===== config.mk =====
export PLATFORM = sky130hd
export DESIGN_NAME = bus_timer
export DESIGN_NICKNAME = d
export VERILOG_FILES = /design/src/rtl/bus_timer.sv
export SDC_FILE = /design/constraint.sdc
export NUM_CORES = 1
export LEC_CHECK = 0
export CAP_MARGIN = 20
export CORE_ASPECT_RATIO = 0.5
export CORE_UTILIZATION = 25
export DETAILED_ROUTE_END_ITERATION = 8
export GPL_TIMING_DRIVEN = 0
export PLACE_DENSITY = 0.42
export SLEW_MARGIN = 20
export SYNTH_ARGS = -nofsm -noshare
export SYNTH_HDL_FRONTEND = slang
export SYNTH_SLANG_ARGS = --single-unit

===== constraint.sdc =====
create_clock -name clk -period 4.25 [get_ports clk]
set_input_delay 0.85 -clock clk [delete_from_list [all_inputs] [get_ports clk]]
set_output_delay 0.85 -clock clk [all_outputs]
set_load 0.05 [all_outputs]

===== src/rtl/bus_timer.sv =====
// Memory-mapped 32-bit timer/compare peripheral: prescaled counter, compare match
// flag with level interrupt, one-shot or periodic operation.
module bus_timer #(
   parameter int          PSW       = 16,
   parameter logic [31:0] RESET_CMP = 32'hFFFF_FFFF
) (
   input  logic        clk,
   input  logic        rst,
   input  logic [4:0]  addr,
   input  logic        ren,
   output logic [31:0] rdata,
   output logic        rd_valid,
   input  logic        wen,
   input  logic [31:0] wdata,
   input  logic [3:0]  wmask,
   output logic        irq
);

   localparam logic [2:0] R_CTRL = 3'd0;
   localparam logic [2:0] R_PRE  = 3'd1;
   localparam logic [2:0] R_CNT  = 3'd2;
   localparam logic [2:0] R_CMP  = 3'd3;
   localparam logic [2:0] R_STS  = 3'd4;

   logic [2:0]     ctrl_q, ctrl_d;      // {IRQ_EN, PERIODIC, EN}
   logic [PSW-1:0] presc_q, presc_d;
   logic [PSW-1:0] pcnt_q, pcnt_d;
   logic [31:0]    count_q, count_d;
   logic [31:0]    cmp_q, cmp_d;
   logic           match_q, match_d;
   logic [31:0]    rdata_q, rdata_d;
   logic           rvld_q;

   logic [2:0]  sel;
   logic        wr_any, count_wr, tick;
   logic [31:0] presc_ext, pw, nxt;
   logic        unused_addr;

   function automatic logic [31:0] merge(input logic [31:0] old, input logic [31:0] nw,
                                         input logic [3:0] m);
      logic [31:0] r;
      r = old;
      for (int i = 0; i < 4; i++)
         if (m[i]) r[8*i +: 8] = nw[8*i +: 8];
      return r;
   endfunction

   assign sel         = addr[4:2];
   assign unused_addr = ^addr[1:0];
   assign wr_any      = wen && (wmask != 4'd0);
   assign count_wr    = wr_any && (sel == R_CNT);
   assign tick        = ctrl_q[0] && (pcnt_q == '0);
   assign nxt         = count_q + 32'd1;

   always_comb begin
      presc_ext = '0;
      presc_ext[PSW-1:0] = presc_q;
      case (sel)
         R_CTRL:  rdata_d = {29'd0, ctrl_q};
         R_PRE:   rdata_d = presc_ext;
         R_CNT:   rdata_d = count_q;
         R_CMP:   rdata_d = cmp_q;
         R_STS:   rdata_d = {31'd0, match_q};
         default: rdata_d = 32'd0;
      endcase
   end

   always_comb begin
      ctrl_d  = ctrl_q;
      presc_d = presc_q;
      count_d = count_q;
      cmp_d   = cmp_q;
      match_d = match_q;
      pw      = merge(presc_ext, wdata, wmask);
      if (wr_any) begin
         case (sel)
            R_CTRL: if (wmask[0]) ctrl_d = wdata[2:0];
            R_PRE:  presc_d = pw[PSW-1:0];
            R_CNT:  count_d = merge(count_q, wdata, wmask);
            R_CMP:  cmp_d   = merge(cmp_q, wdata, wmask);
            R_STS:  if (wmask[0] && wdata[0]) match_d = 1'b0;
            default: ;
         endcase
      end
      // A bus write to COUNT or one that clears EN swallows a coincident tick.
      if (tick && !count_wr && ctrl_d[0]) begin
         if (nxt == cmp_q) begin
            match_d = 1'b1;
            if (ctrl_q[1]) count_d = 32'd0;
            else begin
               count_d   = nxt;
               ctrl_d[0] = 1'b0;
            end
         end else begin
            count_d = nxt;
         end
      end
      if (!ctrl_d[0] || !ctrl_q[0]) pcnt_d = presc_d;
      else if (pcnt_q == '0)        pcnt_d = presc_q;
      else                          pcnt_d = pcnt_q - {{(PSW-1){1'b0}}, 1'b1};
   end

   always_ff @(posedge clk or posedge rst) begin
      if (rst) begin
         ctrl_q  <= '0;
         presc_q <= '0;
         pcnt_q  <= '0;
         count_q <= '0;
         cmp_q   <= RESET_CMP;
         match_q <= 1'b0;
         rdata_q <= '0;
         rvld_q  <= 1'b0;
      end else begin
         ctrl_q  <= ctrl_d;
         presc_q <= presc_d;
         pcnt_q  <= pcnt_d;
         count_q <= count_d;
         cmp_q   <= cmp_d;
         match_q <= match_d;
         rvld_q  <= ren;
         if (ren) rdata_q <= rdata_d;
      end
   end

   assign rdata    = rdata_q;
   assign rd_valid = rvld_q;
   assign irq      = match_q & ctrl_q[2];

endmodule


==> results.toml <==
[synthesis]
ys_types = 69
syn_inst = 888
syn_area_um2 = 8420
synthAdderAreaFrac_pct = 0.297
avgSynthCellArea_um2 = 9.48
synth_top_family_by_area = "simple AND/OR/NAND/NOR gates"
synth_flop_cell = "dfrtp_1"
yosysSeqAreaShare_pct = 40.0
synth_mux_area_share_pct = 13.4
synth-xor-area-share_pct = 5.87
yosysWarnings = 0
synth_compound_area_share_pct = 15.0
yosys.area_share.simple_pct = 19.9
async_reset_ff_share_pct = 100
syn_nets = 935
synth_edf_count = 0
ys_ff_latch = 133

[clocking]
cts_root_buffer = "clkbuf_16"
hold_buffers = 0
cts_tree = "built"
clock_latency_ps = 440
clk_pin_slew_ps = 60
clockBufferDepth = 2
numCtsBuffers = 17
h-tree-depth = 4
clock_sinks = 133

[route]
drtIter0Drc = 624
via_count = 7707
routed_wl_um = 31900
wl_per_cell_um = 22.1
viasPerCell = 5.34
drc_errors = 2
drtPass1Iterations = 7
ant_nets = 0

[worst_setup_path]
path_max_fanout = 10
worstPathArrival_ps = 4480
start_kind = "flip-flop"
endpoint_kind = "flip-flop"
critPathSlowestCell = "nor3b_2"
worst-setup-path-type = "flip-flop to flip-flop"
max_stage_delay_ps = 420
cp.required_ps = 4530
path_common_cell = "nand4_1"
cp_cell_sequence = "buf_1 -> and4_1 -> nand4_1 -> nor3_2 -> xor3_1 -> nor4_1 -> nand4_1 -> nor3b_2 -> a21o_2 -> clkbuf_2 -> o311ai_0"

[power_and_ir_drop]
power_density_nw_per_um2 = 498
vdd_drop_max_v = 0.000263
cellLeakagePower_nw = 3.98
total_power_w = 0.00523

[finish]
fin_area_um2 = 10500
multi_input_comb_area_um2 = 4620
seq_area_um2 = 3370
fill_cells = 3430
num-nets-final = 1037
antennaDiodeCount = 0
area_growth_pct = 24.7
drive_gt1_share_pct = 17.5

[global_routing]
grt_usage_pct = 18.8
grt_first_pass_wirelength_um = 48000
grt_pass1_vias = 7536
grt-ovfl-total = 0
antenna_found_initial = 0
grt_max_degree = 32

[floorplan]
die_y_um = 132
core.rowCount = 47
core_region_area_um2 = 33100
die_x_um = 261
io_pins = 79
die_area_um2 = 34500
start_util_pct = 25.4

[sta]
slew_headroom_pct = 32.8
slew_violations = 0
clock.fmax_mhz = 238
setup_ws_ps = 57.1
skew_ps = 6.50
period_minus_slack_ps = 4190
hold_violations = 0
grt_setup_unrepaired = "true"
worst_slew_pin_slew_ps = 1010
period_share_pct = 98.7
setup_viol = 0

[placed_design]
gp_congestion = 0.907
dp_hpwl_um = 24100
post-place-ws_ps = -440
place_area_um2 = 9800
io_buffer_count = 75

[flow_run]
maxCapViolations = 0

[status]
violations = "DRC"
run_status = "complete, but fails checks"

[min_path]
holdCritPathClass = "flip-flop to flip-flop"
-- layout by cell type (no fill, tap or decap), types with 6 or more instances in the layout --
master / n
dfrtp_1: 101
nand2_1: 77
clkdlybuf4s50_1: 75
mux2_2: 67
nor2_1: 50
clkbuf_1: 45
inv_1: 44
o22ai_1: 37
nand4_1: 36
dfstp_2: 32
xnor2_1: 27
nand3_1: 24
o21ai_0: 24
xor2_1: 23
and3_1: 21
a21oi_1: 21
a22oi_1: 19
mux2i_1: 19
nor3_1: 17
and4_1: 17
clkbuf_16: 17
nor4_1: 16
o311ai_0: 16
buf_2: 11
mux2_1: 10
a41oi_1: 10
a221oi_1: 9
clkbuf_2: 8
or3_1: 8
buf_4: 8
or4_1: 6
buf_1: 6
-- kinds of logic (layout without fill, tap and decap cells) --
logic type      Yosys count  after routing
buf+inv                 115            230
flops                   133            133
fa+ha+maj                 2              2
mux                      99             99
simple gates            306            306
xor+xnor                 53             53
compound gates          180            180
-- critical path, delay by kind of cell, from the launching register on --
| kind | cells | cell delay (ps) |
|---|---|---|
| AND/OR/NAND/NOR | 6 | 2020 |
| XOR/XNOR | 1 | 340 |
| buffers and inverters | 2 | 760 |
| AO/OA/AOI/OAI | 2 | 520 |
| flip-flops | 1 | 370 |
-- state kept, by name, indices dropped and copies added, names as in the netlist --
register	cells
rdata	32
ctrl_q	3
pcnt_q	16
count_q	32
match_q	1
cmp_q	32
presc_q	16
rd_valid	1
-- metal layers --
layer,vias up,GRT usage (%),part of all wire (%),wire [um]
li1,3535,-,-,-
met1,3875,27.5,48,15300
met2,265,27.7,44,14100
met3,32,3.42,5.5,1760
met4,0,5.85,2.3,737
met5,-,0,0,0
-- Yosys cell counts, types with 3 or more instances --
master | count | area share [%]
mux4_2 | 3 | 0.80
o211ai_1 | 4 | 0.36
nor2b_1 | 4 | 0.30
o311ai_0 | 16 | 1.7
a22o_1 | 4 | 0.42
and4_1 | 17 | 1.8
dfrtp_1 | 101 | 30
nor3b_1 | 4 | 0.36
mux2_2 | 67 | 9.0
dfstp_2 | 32 | 10
xor2_1 | 23 | 2.4
a21o_1 | 3 | 0.27
buf_1 | 7 | 0.31
o2111ai_1 | 3 | 0.31
nand3_1 | 25 | 1.5
a22oi_1 | 19 | 1.7
a31oi_1 | 4 | 0.30
a211o_1 | 3 | 0.31
nor4_1 | 17 | 1.3
or4_1 | 6 | 0.54
buf_2 | 11 | 0.65
and2_1 | 4 | 0.30
a21oi_1 | 21 | 1.2
nor2_1 | 50 | 2.2
nor3_1 | 18 | 1.1
inv_1 | 45 | 2.0
clkbuf_1 | 47 | 2.1
o31ai_1 | 3 | 0.27
or3_1 | 8 | 0.59
mux2_1 | 10 | 1.3
a221oi_1 | 9 | 0.94
nand2b_1 | 4 | 0.30
nand4_1 | 36 | 2.7
a41oi_1 | 10 | 1.0
xnor2_1 | 28 | 2.9
o21ai_0 | 24 | 1.4
and3_1 | 21 | 1.6
nand2_1 | 77 | 3.4
buf_4 | 3 | 0.27
o22ai_1 | 37 | 2.8
mux2i_1 | 19 | 2.3
-- layout make-up --
type	count	area share (%)
Buffer	69	2.80
Clock buffer	23	4.46
Clock inverter	9	1.44
Inverter	45	1.65
Multi-Input combinational cell	640	44.0
Sequential cell	133	32.1
Tap cell	441	5.26
Timing Repair Buffer	84	8.27
-- where the power goes --
part	switching, W	total, W	leakage, nW	internal (W)
clock network	0.000582	0.00159	0.301	0.00101
registers	0.000269	0.00187	1.63	0.00160
logic	0.00102	0.00176	2.05	0.000741
-- worst paths after layout --
kind	cells after the start	slack, ps	startpoint	end
max	11	60	count_q[6]	count_q[8]
min	2	520	rdata[19]	rdata[19]
min reg2reg	2	520	rdata[19]	rdata[19]
max reg2reg	11	60	count_q[6]	count_q[8]
min in group asynchronous	2	770	rst	pcnt_q[3]
max in group asynchronous	4	2640	rst	cmp_q[21]
-- stage by stage --
step / TNS [ps] / utilization (%) / instances / hold slack, ps
after detailed placement: -7620 / 29.6 / 1408 / 524
after CTS: 0 / 31.6 / 1441 / 529
after floorplan: 0 / - / 888 / 485
final: 0 / 31.7 / 1444 / 525
after global routing: -251 / 31.7 / 1444 / 545
after global placement: -8700 / 29.4 / 1404 / 520
-- timing repair --
item                       in CTS  in global routing
setup buffers                   2                  3
setup endpoints to repair      30                 40
pin swaps                       1                  1
resized for setup               4                 13
Note: power is estimated with default switching activity, not from simulation.
